`src/rtl/sobel_pkg.sv`:
```
// Shared types and constants for the Sobel window filter: pixel/gradient widths,
// the 3x3 window type and small arithmetic helpers.
package sobel_pkg;

  localparam int DW = 10;
  localparam int GW = 13;
  localparam logic [DW-1:0] PIX_MAX = '1;

  typedef logic [DW-1:0] pix_t;
  // [row][col]: row 0 is the oldest line (top tap), col 2 is the newest pixel.
  typedef logic [2:0][2:0][DW-1:0] win3x3_t;
  typedef logic signed [GW-1:0] grad_t;

  function automatic grad_t px2g(input pix_t p);
    return $signed({{(GW-DW){1'b0}}, p});
  endfunction

  function automatic logic [GW-1:0] abs_g(input grad_t g);
    logic [GW-1:0] u;
    u = g[GW-1] ? -g : g;
    return u;
  endfunction

endpackage

```
`src/rtl/sobel_window_3x3.sv`:
```
// Stage 1 of the Sobel filter: 3x3 column-shift window with column/line
// counters and the border flag for the pixel just captured.
module sobel_window_3x3
  import sobel_pkg::*;
#(
  parameter int unsigned MAXW = 1024
) (
  input  logic          i_clk,
  input  logic          i_rst_n,
  input  logic          i_vs,
  input  logic          i_val,
  input  logic [DW-1:0] i_top,
  input  logic [DW-1:0] i_mid,
  input  logic [DW-1:0] i_pix,
  output win3x3_t       o_win,
  output logic          o_border
);

  localparam int CW = $clog2(MAXW);

  logic [CW-1:0]        r_col;
  logic [1:0]           r_ln;
  logic                 r_val_d;
  logic                 r_border;
  win3x3_t              r_win;
  logic [2:0][DW-1:0]   w_col;
  logic                 w_line_end;

  assign w_col      = {i_pix, i_mid, i_top};
  assign w_line_end = r_val_d & ~i_val;

  always_ff @(posedge i_clk or negedge i_rst_n) begin
    if (!i_rst_n) begin
      r_win    <= '0;
      r_border <= 1'b0;
      r_col    <= '0;
      r_ln     <= '0;
      r_val_d  <= 1'b0;
    end else begin
      r_val_d <= i_val;
      if (i_val) begin
        for (int r = 0; r < 3; r++) begin
          r_win[r][0] <= r_win[r][1];
          r_win[r][1] <= r_win[r][2];
          r_win[r][2] <= w_col[r];
        end
        // A pixel arriving with the frame clear sees counters that are about to be zeroed.
        r_border <= (r_col < CW'(2)) || (r_ln < 2'd2) || !i_vs;
      end else if (w_line_end) begin
        r_win <= '0;
      end

      if (!i_vs) begin
        r_col <= '0;
        r_ln  <= '0;
      end else if (i_val) begin
        if (r_col < CW'(2)) r_col <= r_col + CW'(1);
      end else if (w_line_end) begin
        r_col <= '0;
        if (r_ln < 2'd2) r_ln <= r_ln + 2'd1;
      end
    end
  end

  assign o_win    = r_win;
  assign o_border = r_border;

endmodule

```
`src/rtl/sobel_window_filter.sv`:
```
// Sobel |Gx|+|Gy| edge filter, 3-stage pipeline (window, gradients, magnitude).
// Optional SOBEL_THRESH_EN turns the saturated magnitude into a binary edge map.
module sobel_window_filter
  import sobel_pkg::*;
#(
`ifdef SOBEL_THRESH_EN
  parameter int unsigned THRESH = 128,
`endif
  parameter int unsigned MAXW   = 1024
) (
  input  logic          VGA_CLK,
  input  logic          RESET_N,
  input  logic          iVS,
  input  logic          iVAL,
  input  logic [DW-1:0] iTAP_TOP,
  input  logic [DW-1:0] iTAP_MID,
  input  logic [DW-1:0] iPIX,
  output logic          oVAL,
  output logic [DW-1:0] oEDGE
);

  localparam int STAGES = 3;

  win3x3_t          w_win;
  logic             w_border;
  logic             w_unused_center;
  grad_t            w_gx, w_gy;
  logic [GW-1:0]    w_mag;
  logic [DW-1:0]    w_edge;

  logic [STAGES:1]  r_vld_pipe;
  grad_t            r_gx, r_gy;
  logic             r_border2;
  logic [DW-1:0]    r_edge;

  sobel_window_3x3 #(.MAXW(MAXW)) u_win (
    .i_clk    (VGA_CLK),
    .i_rst_n  (RESET_N),
    .i_vs     (iVS),
    .i_val    (iVAL),
    .i_top    (iTAP_TOP),
    .i_mid    (iTAP_MID),
    .i_pix    (iPIX),
    .o_win    (w_win),
    .o_border (w_border)
  );

  // The centre tap carries no weight in either Sobel kernel.
  assign w_unused_center = ^w_win[1][1];

  assign w_gx = (px2g(w_win[0][2]) + (px2g(w_win[1][2]) <<< 1) + px2g(w_win[2][2]))
              - (px2g(w_win[0][0]) + (px2g(w_win[1][0]) <<< 1) + px2g(w_win[2][0]));
  assign w_gy = (px2g(w_win[2][0]) + (px2g(w_win[2][1]) <<< 1) + px2g(w_win[2][2]))
              - (px2g(w_win[0][0]) + (px2g(w_win[0][1]) <<< 1) + px2g(w_win[0][2]));

  assign w_mag = abs_g(r_gx) + abs_g(r_gy);

`ifdef SOBEL_THRESH_EN
  assign w_edge = (w_mag >= GW'(THRESH)) ? PIX_MAX : '0;
`else
  assign w_edge = (w_mag > {{(GW-DW){1'b0}}, PIX_MAX}) ? PIX_MAX : w_mag[DW-1:0];
`endif

  always_ff @(posedge VGA_CLK or negedge RESET_N) begin
    if (!RESET_N) begin
      r_vld_pipe <= '0;
      r_gx       <= '0;
      r_gy       <= '0;
      r_border2  <= 1'b0;
      r_edge     <= '0;
    end else begin
      r_vld_pipe <= {r_vld_pipe[STAGES-1:1], iVAL};
      if (r_vld_pipe[1]) begin
        r_gx      <= w_gx;
        r_gy      <= w_gy;
        r_border2 <= w_border;
      end
      // Output register only moves on valid data so oEDGE holds across gaps.
      if (r_vld_pipe[2]) r_edge <= r_border2 ? '0 : w_edge;
    end
  end

  assign oVAL  = r_vld_pipe[STAGES];
  assign oEDGE = r_edge;

endmodule

```
`config.mk`:
```
export PLATFORM = sky130hd
export DESIGN_NAME = sobel_window_filter
export DESIGN_NICKNAME = d
export VERILOG_FILES = /design/src/rtl/sobel_pkg.sv /design/src/rtl/sobel_window_3x3.sv /design/src/rtl/sobel_window_filter.sv
export SDC_FILE = /design/constraint.sdc
export NUM_CORES = 1
export LEC_CHECK = 0
export ABC_AREA = 1
export CELL_PAD_IN_SITES_DETAIL_PLACEMENT = 0
export CELL_PAD_IN_SITES_GLOBAL_PLACEMENT = 1
export CORE_MARGIN = 2
export CORE_UTILIZATION = 35
export CTS_BUF_LIST = sky130_fd_sc_hd__clkbuf_16
export CTS_CLUSTER_SIZE = 20
export DETAILED_ROUTE_END_ITERATION = 7
export GPL_ROUTABILITY_DRIVEN = 0
export HOLD_SLACK_MARGIN = 0.06
export PLACE_DENSITY = 0.7
export SYNTH_ARGS = -nofsm -noshare
export SYNTH_HDL_FRONTEND = slang
export SYNTH_SLANG_ARGS = --single-unit
```
`constraint.sdc`:
```
create_clock -name VGA_CLK -period 5.3 [get_ports VGA_CLK]
set_input_delay 1.06 -clock VGA_CLK [delete_from_list [all_inputs] [get_ports VGA_CLK]]
set_output_delay 1.06 -clock VGA_CLK [all_outputs]
set_load 0.01 [all_outputs]
```
==> flow_metrics.tcl <==
set metrics [dict create \
    post-dp-hpwl_um 14390 \
    multi_input_area_um2 4733 \
    critPathLaunchType "register" \
    track_usage_pct 14.73 \
    worstPathRequired_ps 5560 \
    stdcell_area_um2 10570 \
    endpoint "r_gx[12]" \
    cp.depth 16 \
    synth_compound_area_share_pct 10.15 \
    hp-start "r_vld_pipe[2]" \
    p_per_area_nw_per_um2 646.1 \
    clk_pin_slew_ps 70 \
    reg2reg_from "u_win.o_win[68]" \
    fp-row-count 59 \
    yosysWarnings 0 \
    outcome "finished clean" \
    async_flop_share_pct 100.0 \
    synth-simple-area-share_pct 14.76 \
    dr.pass1.iters 4 \
    worstPathMaxFanout 4 \
    yosysUniqueCellTypes 33 \
    post-route-util_pct 40.92 \
    cp_slowest_cell "fa_1" \
    min_period_over_period_pct 66.97 \
    grt_pass1_wl_um 33110 \
    pin_count 45 \
    viasPerCell 4.615 \
    synth_top_flop_cell "dfrtp_1" \
    fp.dieW_um 165.6 \
    drc_errors 0 \
    hold_class "reg -> reg" \
    numPortBuffers 44 \
    ys_seq_elements 143 \
    core_area_um2 25840 \
    synth_top_family_by_area "adder cells" \
    register_area_um2 3578 \
    area_delta_synth_final_pct 15.61 \
    cts_resized 0 \
    final_antenna_net_count 0 \
    peakVddDrop_mv 0.3402 \
    path_buf_inv 3 \
    grt_pass1_vias 6678 \
    crit_start "u_win.o_win[68]" \
    detail_route.wl_per_cell_um 13.88 \
    synth_xor_area_share_pct 3.640 \
    yosys-top-cells-area "dfrtp_1, fa_1, inv_1" \
    slew_headroom_pct 45.15 \
    fin_skew_ps 19.59 \
    cts.sinks 143 \
    fillers 2629 \
    dieArea_um2 27430 \
    placed_area_um2 9942 \
    antenna_found_initial 0 \
    overflow 0 \
    postCtsHoldBufs 0 \
    wl_um 19350 \
    antenna_cells 0 \
    clock_path_buffers 2 \
    floorplan.initialDensity_pct 35.39 \
    vias 6434 \
    synth.avg_cell_area_um2 9.098 \
    drv_cap 0 \
    final_max_slew_viol_count 0 \
    cts-htree-levels 4 \
    synth_fa_ha_area_share_pct 23.18 \
    die_h_um 165.6 \
    crit_family "adder cells" \
    critPathKind "reg -> reg" \
    fin_crit_ps 3549 \
    arrival_ps 3810 \
    leakagePower_nw 4.955 \
    setup_viol 0 \
    crit_chain "inv_1, fa_1, inv_1, fa_1, fa_1, inv_1, ha_1, nand2_1, nor2_1, nand3_1, nand3_1, nand2_1, nand2_1, nand2_1, nand2_1, o21ai_0" \
    tightest_slew_ps 817.3 \
    reg2reg_depth 16 \
    crit_path_frequent_cell "nand2_1" \
    fmax_ghz 0.2817 \
    cts_tree "built" \
    synth_edf_count 0 \
    synthMuxAreaShare_pct 0 \
    slowest_delay_ps 550 \
    drive_gt1_share_pct 5.288 \
    r2r_slack_ps 1750 \
    reg2reg_to "r_gx[12]" \
    hold_viol 0 \
    root_buffer "clkbuf_16" \
    synth.most_common_cell "inv_1" \
    setup_tns_ps 0 \
    netlist_top_cells_count "inv_1, nand2_1, dfrtp_1" \
    dr.first_iter.drc_count 331 \
    syn_nets 1161 \
    synth_top_cell_by_area "dfrtp_1" \
    synthDominantCellAreaShare_pct 39.14 \
    insertion_delay_ps 430 \
    syn_inst 1005 \
    nets 1202 \
    rsz0062_at_grt "false" \
    yosysSeqAreaShare_pct 39.14 \
    post_cts_buffers 0 \
    syn_area_um2 9144 \
    cp-end-kind "register" \
    cts_inserted_buffers 17 \
    grt_max_degree 72 \
]
[through the flow]
stage                     setup WS [ps]  instances  power (mW)  hold WS [ps]
after floorplan                    2085       1005       4.649         353.7
after global placement             1768       1362       5.583         390.1
after detailed placement           1737       1362       5.604         388.5
after CTS                          1705       1394       6.943         403.2
after global routing               1482       1394       7.599         420.1
final                              1751       1394       6.831         411.4
[where the power goes]
part | switching [mW] | internal (mW)
Sequential | 0.170 | 1.29
Clock | 0.509 | 0.796
Combinational | 2.44 | 1.63
[area by class of cell]
cell class              count  area share (%)
multi-input cells         642           44.77
repair buffers             51           4.675
clock inverters            15           1.929
clock buffers              17           4.024
inverters                 191           6.782
flip-flops and latches    143           33.85
well taps                 335           3.965
[placed cells by master (no fill, tap or decap), types with 2 or more instances in the layout]
cell             synthesis  routed
o21ai_0                 73      73
inv_6                    0       7
nor4_1                   3       3
nor2_2                   3       3
o21a_1                   2       2
o22ai_1                 59      59
nand3b_1                 2       2
xnor2_1                  8       8
clkbuf_16                0      17
xor2_1                  30      30
bufinv_16                0       4
a21oi_1                 24      24
nand2_1                179     178
nor3_1                  10      10
o21ai_1                  2       2
clkdlybuf4s50_1          0      43
ha_1                    43      43
clkinvlp_4               0       2
o21bai_1                 2       2
nor2_1                  57      57
nand4_1                  7       7
fa_1                    79      79
inv_1                  190     190
dfrtp_1                143     143
nand3_1                 43      43
nand3_2                  2       2
buf_4                    0       7
or2_2                    4       4
nand2_2                  3       4
inv_2                    1       2
[state kept, by name, indices dropped and copies added (netlist names)]
name	count
oEDGE	10
r_border2	1
r_gx	13
r_gy	13
r_vld_pipe	3
u_win.o_border	1
u_win.o_win	90
u_win.r_col	10
u_win.r_ln	2
[metal layers]
metal	part of all wire, %	GRT usage [%]	wire (um)
met5	0	0	0
met4	1.4	4.197	280
met3	2.1	2.294	400
met2	46	23.74	8869
met1	51	20.70	9800
[worst min-delay path by stage]
stage / cells after the start / end / slack, ps
finish: 0 / r_vld_pipe[3] / 410
global route: 0 / r_vld_pipe[3] / 420
CTS: 0 / r_vld_pipe[3] / 400
detailed placement: 0 / r_vld_pipe[3] / 390
global placement: 0 / r_vld_pipe[3] / 390
floorplan: 0 / r_vld_pipe[3] / 350
[kinds of logic after synthesis]
| family | count (synthesis) |
|---|---|
| adder cells (fa/ha/maj) | 122 |
| buffers and inverters | 220 |
| AO/OA/AOI/OAI | 166 |
| XOR/XNOR | 38 |
| AND/OR/NAND/NOR | 316 |
| flip-flops | 143 |
Power figures use the tool's default switching activity.
